===== src/rtl/alu_cmd_sequencer_if.sv =====
// Command and result handshake bundle between a host and the ALU command sequencer.
`timescale 1ns/1ps
interface alu_cmd_sequencer_if #(parameter int WIDTH = 6);
  logic             in_valid;
  logic             in_ready;
  logic [3:0]       in_ctrl;
  logic             in_acc_sel;
  logic [WIDTH-1:0] in_a;
  logic [WIDTH-1:0] in_b;
  logic             res_valid;
  logic             res_ready;
  logic [WIDTH-1:0] res_data;
  logic             res_carry;
  logic             res_zero;

  modport master (
    output in_valid, in_ctrl, in_acc_sel, in_a, in_b, res_ready,
    input  in_ready, res_valid, res_data, res_carry, res_zero
  );

  modport slave (
    input  in_valid, in_ctrl, in_acc_sel, in_a, in_b, res_ready,
    output in_ready, res_valid, res_data, res_carry, res_zero
  );
endinterface


===== src/rtl/alu_cmd_sequencer.sv =====
// Wrapper around the combinational ALU: command FIFO in, registered result stage out,
// with an accumulator that can stand in for operand A to chain operations.
`timescale 1ns/1ps
module alu_cmd_sequencer #(
  parameter int WIDTH = 6,
  parameter int DEPTH = 4
) (
  input  logic                     clk,
  input  logic                     rst,
  alu_cmd_sequencer_if.slave       bus,
  input  logic                     acc_clr,
  output logic [3:0]               alu_ctrl,
  output logic [WIDTH-1:0]         alu_a,
  output logic [WIDTH-1:0]         alu_b,
  input  logic [WIDTH-1:0]         alu_out,
  input  logic                     alu_carry,
  input  logic                     alu_zero,
  output logic [$clog2(DEPTH):0]   fifo_level
);
  localparam int AW = $clog2(DEPTH);
  localparam logic [AW:0] FULL = (AW+1)'(DEPTH);

  typedef struct packed {
    logic [3:0]       ctrl;
    logic             acc_sel;
    logic [WIDTH-1:0] a;
    logic [WIDTH-1:0] b;
  } cmd_t;

  cmd_t             mem [DEPTH];
  cmd_t             head;
  logic [AW-1:0]    wr_ptr;
  logic [AW-1:0]    rd_ptr;
  logic [AW:0]      level;
  logic [WIDTH-1:0] acc;
  logic             empty;
  logic             push;
  logic             issue;

  // in_ready depends on the stored level only, so a pop never opens a slot in the same cycle.
  assign bus.in_ready = (level != FULL);
  assign empty        = (level == '0);
  assign push         = bus.in_valid && bus.in_ready;
  assign issue        = !empty && (!bus.res_valid || bus.res_ready);
  assign head         = mem[rd_ptr];
  assign fifo_level   = level;

  always_comb begin
    alu_ctrl = '0;
    alu_a    = '0;
    alu_b    = '0;
    if (!empty) begin
      alu_ctrl = head.ctrl;
      alu_a    = head.acc_sel ? acc : head.a;
      alu_b    = head.b;
    end
  end

  always_ff @(posedge clk) begin
    if (push) begin
      mem[wr_ptr] <= {bus.in_ctrl, bus.in_acc_sel, bus.in_a, bus.in_b};
    end
  end

  // Pointers wrap naturally because DEPTH is a power of two.
  always_ff @(posedge clk or posedge rst) begin
    if (rst) begin
      wr_ptr <= '0;
      rd_ptr <= '0;
      level  <= '0;
    end else begin
      if (push) begin
        wr_ptr <= wr_ptr + 1'b1;
      end
      if (issue) begin
        rd_ptr <= rd_ptr + 1'b1;
      end
      case ({push, issue})
        2'b10:   level <= level + 1'b1;
        2'b01:   level <= level - 1'b1;
        default: level <= level;
      endcase
    end
  end

  always_ff @(posedge clk or posedge rst) begin
    if (rst) begin
      bus.res_valid <= 1'b0;
      bus.res_data  <= '0;
      bus.res_carry <= 1'b0;
      bus.res_zero  <= 1'b0;
    end else if (issue) begin
      bus.res_valid <= 1'b1;
      bus.res_data  <= alu_out;
      bus.res_carry <= alu_carry;
      bus.res_zero  <= alu_zero;
    end else if (bus.res_valid && bus.res_ready) begin
      bus.res_valid <= 1'b0;
    end
  end

  // A clear wins over the issue update; the captured result already used the old value.
  always_ff @(posedge clk or posedge rst) begin
    if (rst) begin
      acc <= '0;
    end else if (acc_clr) begin
      acc <= '0;
    end else if (issue) begin
      acc <= alu_out;
    end
  end
endmodule


===== src/flat_wrapper.sv =====
// flat-port wrapper written by rule: the top's interface ports become plain ports
module alu_cmd_sequencer_flat 
#(
  parameter int WIDTH = 6,
  parameter int DEPTH = 4
)
  (clk, rst, acc_clr, alu_ctrl, alu_a, alu_b, alu_out, alu_carry, alu_zero, fifo_level, bus_in_valid, bus_in_ctrl, bus_in_acc_sel, bus_in_a, bus_in_b, bus_res_ready, bus_in_ready, bus_res_valid, bus_res_data, bus_res_carry, bus_res_zero);
  alu_cmd_sequencer_if #(.WIDTH(WIDTH)) bus_i ();
  input  logic clk;
  input  logic rst;
  input  logic acc_clr;
  output logic [3:0] alu_ctrl;
  output logic [WIDTH-1:0] alu_a;
  output logic [WIDTH-1:0] alu_b;
  input  logic [WIDTH-1:0] alu_out;
  input  logic alu_carry;
  input  logic alu_zero;
  output logic [$clog2(DEPTH):0] fifo_level;
  input wire logic [$bits(bus_i.in_valid)-1:0] bus_in_valid;
  input wire logic [$bits(bus_i.in_ctrl)-1:0] bus_in_ctrl;
  input wire logic [$bits(bus_i.in_acc_sel)-1:0] bus_in_acc_sel;
  input wire logic [$bits(bus_i.in_a)-1:0] bus_in_a;
  input wire logic [$bits(bus_i.in_b)-1:0] bus_in_b;
  input wire logic [$bits(bus_i.res_ready)-1:0] bus_res_ready;
  output wire logic [$bits(bus_i.in_ready)-1:0] bus_in_ready;
  output wire logic [$bits(bus_i.res_valid)-1:0] bus_res_valid;
  output wire logic [$bits(bus_i.res_data)-1:0] bus_res_data;
  output wire logic [$bits(bus_i.res_carry)-1:0] bus_res_carry;
  output wire logic [$bits(bus_i.res_zero)-1:0] bus_res_zero;
  assign bus_i.in_valid = bus_in_valid;
  assign bus_i.in_ctrl = bus_in_ctrl;
  assign bus_i.in_acc_sel = bus_in_acc_sel;
  assign bus_i.in_a = bus_in_a;
  assign bus_i.in_b = bus_in_b;
  assign bus_i.res_ready = bus_res_ready;
  assign bus_in_ready = bus_i.in_ready;
  assign bus_res_valid = bus_i.res_valid;
  assign bus_res_data = bus_i.res_data;
  assign bus_res_carry = bus_i.res_carry;
  assign bus_res_zero = bus_i.res_zero;
  alu_cmd_sequencer #(.WIDTH(WIDTH), .DEPTH(DEPTH)) u_core (.clk(clk), .rst(rst), .bus(bus_i), .acc_clr(acc_clr), .alu_ctrl(alu_ctrl), .alu_a(alu_a), .alu_b(alu_b), .alu_out(alu_out), .alu_carry(alu_carry), .alu_zero(alu_zero), .fifo_level(fifo_level));
endmodule

===== config.mk =====
export PLATFORM = sky130hd
export DESIGN_NAME = alu_cmd_sequencer_flat
export DESIGN_NICKNAME = d
export VERILOG_FILES = /design/src/rtl/alu_cmd_sequencer_if.sv /design/src/rtl/alu_cmd_sequencer.sv /design/src/flat_wrapper.sv
export SDC_FILE = /design/constraint.sdc
export NUM_CORES = 1
export LEC_CHECK = 0
export ABC_AREA = 1
export BUFFER_PORTS_ARGS = -buffer_cell sky130_fd_sc_hd__buf_2
export CAP_MARGIN = 10
export CORE_ASPECT_RATIO = 0.7
export CORE_MARGIN = 8
export CORE_UTILIZATION = 56
export CTS_CLUSTER_SIZE = 20
export DETAILED_ROUTE_END_ITERATION = 16
export GPL_TIMING_DRIVEN = 0
export PLACE_DENSITY_LB_ADDON = 0.05
export SLEW_MARGIN = 20
export SYNTH_ARGS = -nofsm -noshare
export SYNTH_HDL_FRONTEND = slang
export SYNTH_SLANG_ARGS = --single-unit

===== constraint.sdc =====
create_clock -name clk -period 2.12 [get_ports clk]
set_input_delay 0 -clock clk [delete_from_list [all_inputs] [get_ports clk]]
set_output_delay 0 -clock clk [all_outputs]
set_load 0.02 [all_outputs]

==> results of run 1 <==
final timing paths:
| kind | from | endpoint | slack (ns) | depth (start not counted) |
|---|---|---|---|---|
| setup / recovery | u_core.fifo_level[1] | u_core.fifo_level[2] | 0.21 | 11 |
| min in group asynchronous | rst | u_core.wr_ptr[1] | 0.37 | 3 |
| setup reg to reg | u_core.fifo_level[1] | u_core.fifo_level[2] | 0.21 | 11 |
| max in group asynchronous | rst | u_core.rd_ptr[0] | 1.23 | 3 |
| hold / removal | bus_in_valid | u_core.wr_ptr[0] | 0.008 | 3 |
| hold reg to reg | u_core.bus.res_zero | u_core.bus.res_zero | 0.49 | 2 |
through the flow:
stage	power, mW	hold WS, ns
2_1_floorplan	4.70	-0.0108
3_3_place_gp	5.61	0.200
3_5_place_dp	5.76	0.196
4_1_cts	7.04	0.0405
5_1_grt	7.49	0.0176
6_report	7.03	0.00807
per-layer routing:
layer / share of wire / up-vias / track usage
met5: 0 / - / 0
met4: 0.0054 / 0 / 0.0563
met3: 0.061 / 5 / 0.0428
met2: 0.48 / 66 / 0.307
met1: 0.45 / 1275 / 0.229
li1: - / 1404 / -
cell families after synthesis:
family                     share of synthesized area
AOI/OAI and AO/OA                             0.0422
and+or+nand+nor                                0.196
xor gates and xnor gates                     0.00896
DFF                                            0.663
buffers and inverters                         0.0685
adders and majority gates                     0.0211
cell usage after synthesis (all sizes together):
cell type / number / area [µm²]
buf: 13 / 97.6
xnor2: 1 / 8.76
nand2: 83 / 324
fa: 1 / 20.0
edfxtp: 68 / 2040
o21ai: 22 / 110
dfrtp: 22 / 551
clkbuf: 1 / 3.75
a21oi: 11 / 55.1
xor2: 3 / 26.3
nand3b: 6 / 45.0
nor2: 59 / 221
nand3: 30 / 178
ha: 5 / 62.6
inv: 43 / 166
critical path, stage by stage (launching register included):
cell     delay, ns
dfrtp_1       0.39
inv_2         0.08
nand3_4       0.13
nand2_8       0.09
inv_4         0.15
ha_1          0.16
inv_1         0.07
fa_2          0.34
nor2_1        0.11
nor2_1        0.05
nand2_1       0.11
xor2_2        0.14
registers in the layout (all words and copies together), names as in the netlist:
name                  cells
u_core.bus.res_valid      1
u_core.bus.res_zero       1
u_core.mem               68
u_core.bus.res_data       6
u_core.rd_ptr             2
u_core.wr_ptr             2
u_core.acc                6
u_core.fifo_level         3
u_core.bus.res_carry      1
layout make-up:
cell class,count,area [µm²],share of cell area
Inverter,43,166,0.0339
Clock inverter,3,45.0,0.00918
Timing Repair Buffer,92,642,0.131
Sequential cell,90,2590,0.528
Multi-Input combinational cell,221,1080,0.221
Clock buffer,13,170,0.0347
Buffer,13,90.1,0.0184
Tap cell,94,118,0.0240
report_power, final:
| group | internal (mW) | switching, mW | total [mW] |
|---|---|---|---|
| logic | 1.12 | 2.19 | 3.31 |
| clock network | 0.653 | 0.563 | 1.22 |
| registers | 2.35 | 0.156 | 2.51 |
timing repair:
action / in CTS / in global routing
setup buffers: 1 / 1
hold buffers: 28 / 0
resized for setup: 0 / 7
pin swaps: 0 / 2
endpoints found under the setup margin: 1 / 2
hold endpoints to repair: 105 / 0
gates cloned: 0 / 0
cell usage in the layout (no fill, tap or decap), drive strengths merged, types with 6 or more instances in the layout:
master / instances
nand3b: 6
clkbuf: 14
nand2: 83
buf: 76
nor2: 59
dfrtp: 22
edfxtp: 68
o21ai: 22
nand3: 30
a21oi: 11
dlygate4sd3: 28
inv: 44
==> summary.md, run 1 <==
| Metric | Value |
|---|---|
| Status | `finished clean` |
| Die Height | `85.9 µm` |
| Total Wirelength | `8.60 mm` |
| Crit Path Class | `reg -> reg` |
| # diodes | `0` |
| TritonCTS clock tree | `built` |
| Clk pin slew, worst setup/hold paths | `0.08 ns` |
| Worst Tran Pin Value | `0.844 ns` |
| Worst-skew pair later-pin latency | `0.35 ns` |
| Finished Cell Area | `4910 µm²` |
| Initial Utilization | `0.579` |
| RSZ-0062 raised after global routing | `no` |
| CTS Root Cell | `clkbuf_8` |
| VDD IR-drop max | `625 µV` |
| Top Ports | `59` |
| Htree depth | `3` |
| Avg Inst Size Synth | `10.6 µm²` |
| Setup WS post-layout | `0.213 ns` |
| Final core occ | `0.726` |
| Vias in the first global route | `2819` |
| Aggregate global routing overflow | `0` |
| Wire length per cell | `15.1 µm` |
| Cts bufs inserted | `9` |
| Max-Cap Viols | `0` |
| P&R area growth vs syn | `25.5%` |
| Clock buffer depth | `2` |
| Slew HR | `0.437` |
| Yosys warns | `0` |
| Filler cells | `506` |
| Syn nets | `404` |
| Power Dens Cells | `1430 nW/µm²` |
| Worst setup EP type | `register` |
| Post-Syn Area | `3910 µm²` |
| Critical Path Fanout Max | `16` |
| Initial antenna violation count | `0` |
| HP Class | `in -> reg` |
| Arr. time, crit path | `2.18 ns` |
| Final cell count without fillers | `569` |
| Post-DP Area | `4390 µm²` |
| Period utilisation layout | `0.900` |
| Fmax | `524 MHz` |
| Dpl hpwl | `5.73 mm` |
| Setup Total Neg Slack | `0 ns` |
| Setup WS pre-CTS | `0.0301 ns` |
| Die width | `116 µm` |
| Via count | `2750` |
| Count of final hold-check violations | `0` |
| Pins Over Slew Limit | `0` |
| Dpl cells | `524` |
| Rows | `25` |
| Post-layout min period | `1.91 ns` |
| Largest net degree at the start of global routing | `23` |
| LEAKAGE | `2.20 nW` |
| Core area | `6760 µm²` |
| Gpl congestion | `0.745` |
| Aggregate global-route resource usage | `0.183` |
| Skew final | `0.0104 ns` |
| # nets final | `506` |
| Worst EP required | `2.40 ns` |
| Number of DRC markers in iteration 0 | `158` |
| Via density | `4.83` |
| Part of the Yosys area used for sequential elements | `0.663` |
| Final setup fails | `0` |
| FF+latch count, synth | `90` |
| Port buffer count | `58` |
| Mapped Cells | `368` |
| Clk sinks | `90` |
| Startpoint types | `register` |
| Drt pass-1 iters | `4` |
| First-pass GRT wire length | `13.8 mm` |
| DRC viols | `0` |
| Die Area | `9960 µm²` |
| Share of post-route cells with drive strength above 1 | `0.229` |
| Antenna viol nets, final | `0` |
| Distinct cells, synth | `24` |
Power figures use the tool's default switching activity.
==> run 2, diff against run 1 <==
--- a/config.mk
+++ b/config.mk
@@ -10,7 +10,8 @@
 export CAP_MARGIN = 10
 export CORE_ASPECT_RATIO = 0.7
 export CORE_MARGIN = 8
-export CORE_UTILIZATION = 56
+export CORE_UTILIZATION = 50
+export CTS_BUF_LIST = sky130_fd_sc_hd__clkbuf_16
 export CTS_CLUSTER_SIZE = 20
 export DETAILED_ROUTE_END_ITERATION = 16
 export GPL_TIMING_DRIVEN = 0
==> summary.md, run 2 (same netlist as run 1, synthesis figures left out) <==
| Metric | Value |
|---|---|
| Status | `finished clean` |
| Via count | `2714 (-1.3%)` |
| Post-layout min period | `1.91 ns (+0.00311 ns)` |
| Critical Path Fanout Max | `8 (-8)` |
| # nets final | `504 (-0.40%)` |
| Final core occ | `0.646 (-0.0805)` |
| Post-DP Area | `4390 µm² (+0.11%)` |
| Min Hold Slack | `0.0785 ns (+0.0704 ns)` |
| DRC viols | `0 (unchanged)` |
| Most common cell after layout, fill and taps aside | `nand2_1` |
| Clock buffer depth | `2 (unchanged)` |
| Arr. time, crit path | `2.16 ns (-0.02 ns)` |
| Core area | `7740 µm² (+15%)` |
| Max-Cap Viols | `0 (unchanged)` |
| Die Height | `90 µm (+4.7%)` |
| Most frequent cells in the layout | `nand2_1, edfxtp_1, buf_2, nor2_1, inv_1` |
| Filler cells | `616 (+22%)` |
| LEAKAGE | `2.24 nW (+1.6%)` |
| Area of the multi-input gates | `1070 µm² (-0.92%)` |
| Top cell family by delay on the critical path | `simple AND/OR/NAND/NOR gates` |
| Count of final hold-check violations | `0 (unchanged)` |
| Sequential Area | `2590 µm² (unchanged)` |
| Final setup fails | `0 (unchanged)` |
| Htree depth | `3 (unchanged)` |
| Die Area | `11000 µm² (+10%)` |
| Crit Path Class | `reg -> reg` |
| Final cell count without fillers | `574 (+0.88%)` |
| Drt pass-1 iters | `5 (+1)` |
| Antenna viol nets, final | `0 (unchanged)` |
| First-pass GRT wire length | `14.0 mm (+1.2%)` |
| Largest regs | `u_core.mem (68), u_core.acc (6), u_core.bus.res_data (6)` |
| FF-to-FF setup slack | `0.21 ns (about the same)` |
| RR Startpoint | `u_core.fifo_level[0]` |
| P&R area growth vs syn | `27.8%` |
| Top Ports | `59 (unchanged)` |
| R2r endpoint | `u_core.fifo_level[2]` |
| Slowest cell on the critical path | `dfrtp_1` |
| RSZ-0062 raised after global routing | `no` |
| Setup Total Neg Slack | `0 ns (unchanged)` |
| # diodes | `0 (unchanged)` |
| CP max stage delay | `0.41 ns (+0.02 ns)` |
| Power Dens Cells | `1490 nW/µm² (+4.3%)` |
| Cts bufs inserted | `9 (unchanged)` |
| VDD IR-drop max | `866 µV (+39%)` |
| Aggregate global-route resource usage | `0.163 (-0.0197)` |
| Clk pin slew, worst setup/hold paths | `0.07 ns (about the same)` |
| Wire length per cell | `14.9 µm (-1.3%)` |
| Via density | `4.73 (-2.2%)` |
| Port buffer count | `58 (unchanged)` |
| Largest net degree at the start of global routing | `23 (unchanged)` |
| Vias in the first global route | `2693 (-4.5%)` |
| Finished Cell Area | `5000 µm² (+1.8%)` |
| CTS Root Cell | `clkbuf_16` |
| Skew final | `0.00950 ns (-0.000918 ns)` |
| Hold_sp | `bus_in_valid` |
| Worst Path Buf+Inv | `2 (-1)` |
| Period utilisation layout | `0.901 (+0.00147)` |
| Initial antenna violation count | `0 (unchanged)` |
| Worst Reg-to-Reg Cells | `10 (-1)` |
| Reg with most FFs | `u_core.mem` |
| Clk sinks | `90 (unchanged)` |
| HP Class | `in -> reg` |
| Slew HR | `0.448 (+0.0108)` |
| Worst EP required | `2.37 ns (-0.03 ns)` |
| Worst Hold End | `u_core.wr_ptr[0]` |
| Total Wirelength | `8.56 mm (-0.42%)` |
| Worst setup EP type | `register` |
| Dpl cells | `531 (+1.3%)` |
| Worst Hold Depth | `3 (unchanged)` |
| Startpoint types | `register` |
| Worst-skew pair later-pin latency | `0.33 ns (-0.02 ns)` |
| Aggregate global routing overflow | `0 (unchanged)` |
| Pins Over Slew Limit | `0 (unchanged)` |
| Largest register FFs | `68 (unchanged)` |
| Share of post-route cells with drive strength above 1 | `0.230 (+0.000970)` |
| Crit-path cells | `inv_2 -> nand3_1 -> nand2_2 -> ha_1 -> inv_1 -> fa_2 -> nor2_2 -> nor2_1 -> nand2_1 -> xor2_1` |
| Initial Utilization | `0.506 (-0.0733)` |
| Rows | `27 (+8.0%)` |
| Worst Tran Pin Value | `0.828 ns (-0.0162 ns)` |
| Number of DRC markers in iteration 0 | `167 (+5.7%)` |
| Gpl congestion | `0.713 (-4.3%)` |
| Die width | `122 µm (+5.0%)` |
| Fmax | `523 MHz (-0.16%)` |
| TritonCTS clock tree | `built` |
| Dpl hpwl | `5.80 mm (+1.2%)` |
## run 2: worst reg2reg max path: stages (launching register included)
cell,delay (ns)
dfrtp_1,0.41
inv_2,0.11
nand3_1,0.11
nand2_2,0.20
ha_1,0.18
inv_1,0.07
fa_2,0.35
nor2_2,0.11
nor2_1,0.05
nand2_1,0.07
xor2_1,0.15
## run 2: layer usage
metal  track usage  share of wire  vias to the layer above
li1              -              -                     1403
met1         0.225           0.47                     1224
met2         0.250           0.45                       85
met3        0.0431          0.080                        2
met4        0.0399         0.0034                        0
met5             0              0                        -
## run 2: how the worst max path moves through the flow
stage / startpoint / to / slack [ns] / cells after the start
2_1_floorplan: u_core.fifo_level[0] / u_core.mem[0][0] / -0.04 / 4
3_3_place_gp: u_core.fifo_level[0] / u_core.mem[1][0] / -0.44 / 4
3_5_place_dp: u_core.fifo_level[1] / u_core.fifo_level[2] / 0.06 / 12
4_1_cts: u_core.fifo_level[0] / u_core.fifo_level[2] / 0.02 / 12
5_1_grt: u_core.fifo_level[1] / u_core.fifo_level[2] / 0.002 / 10
6_report: u_core.fifo_level[0] / u_core.fifo_level[2] / 0.21 / 10
## run 2: metrics by stage
step	setup WS, ns	total power [mW]
floorplan	-0.0423	4.70
global placement	-0.437	5.66
detailed placement	0.0578	5.78
CTS	0.0198	7.53
global route	0.00166	7.98
finish	0.209	7.47
## run 2: layout make-up
class / count / area share
sequential: 90 / 0.519
multi-input combinational: 221 / 0.215
buffer: 13 / 0.0180
clock buffer: 9 / 0.0451
clock inverter: 7 / 0.0198
tap: 101 / 0.0253
inverter: 43 / 0.0338
timing repair buffer: 90 / 0.124
## run 2: where the power goes
part | switching [mW] | internal [mW] | leakage, nW | total [mW]
clock network | 0.662 | 1.04 | 0.157 | 1.70
logic | 2.16 | 1.09 | 1.19 | 3.25
registers | 0.154 | 2.35 | 0.891 | 2.51
total | 2.98 | 4.49 | 2.24 | 7.47
## run 2: what timing repair did
item,4_1_cts,5_1_grt
gates resized for setup,0,6
hold endpoints to repair,104,0
setup endpoints to repair,0,2
hold buffers,27,0
setup buffers,0,1
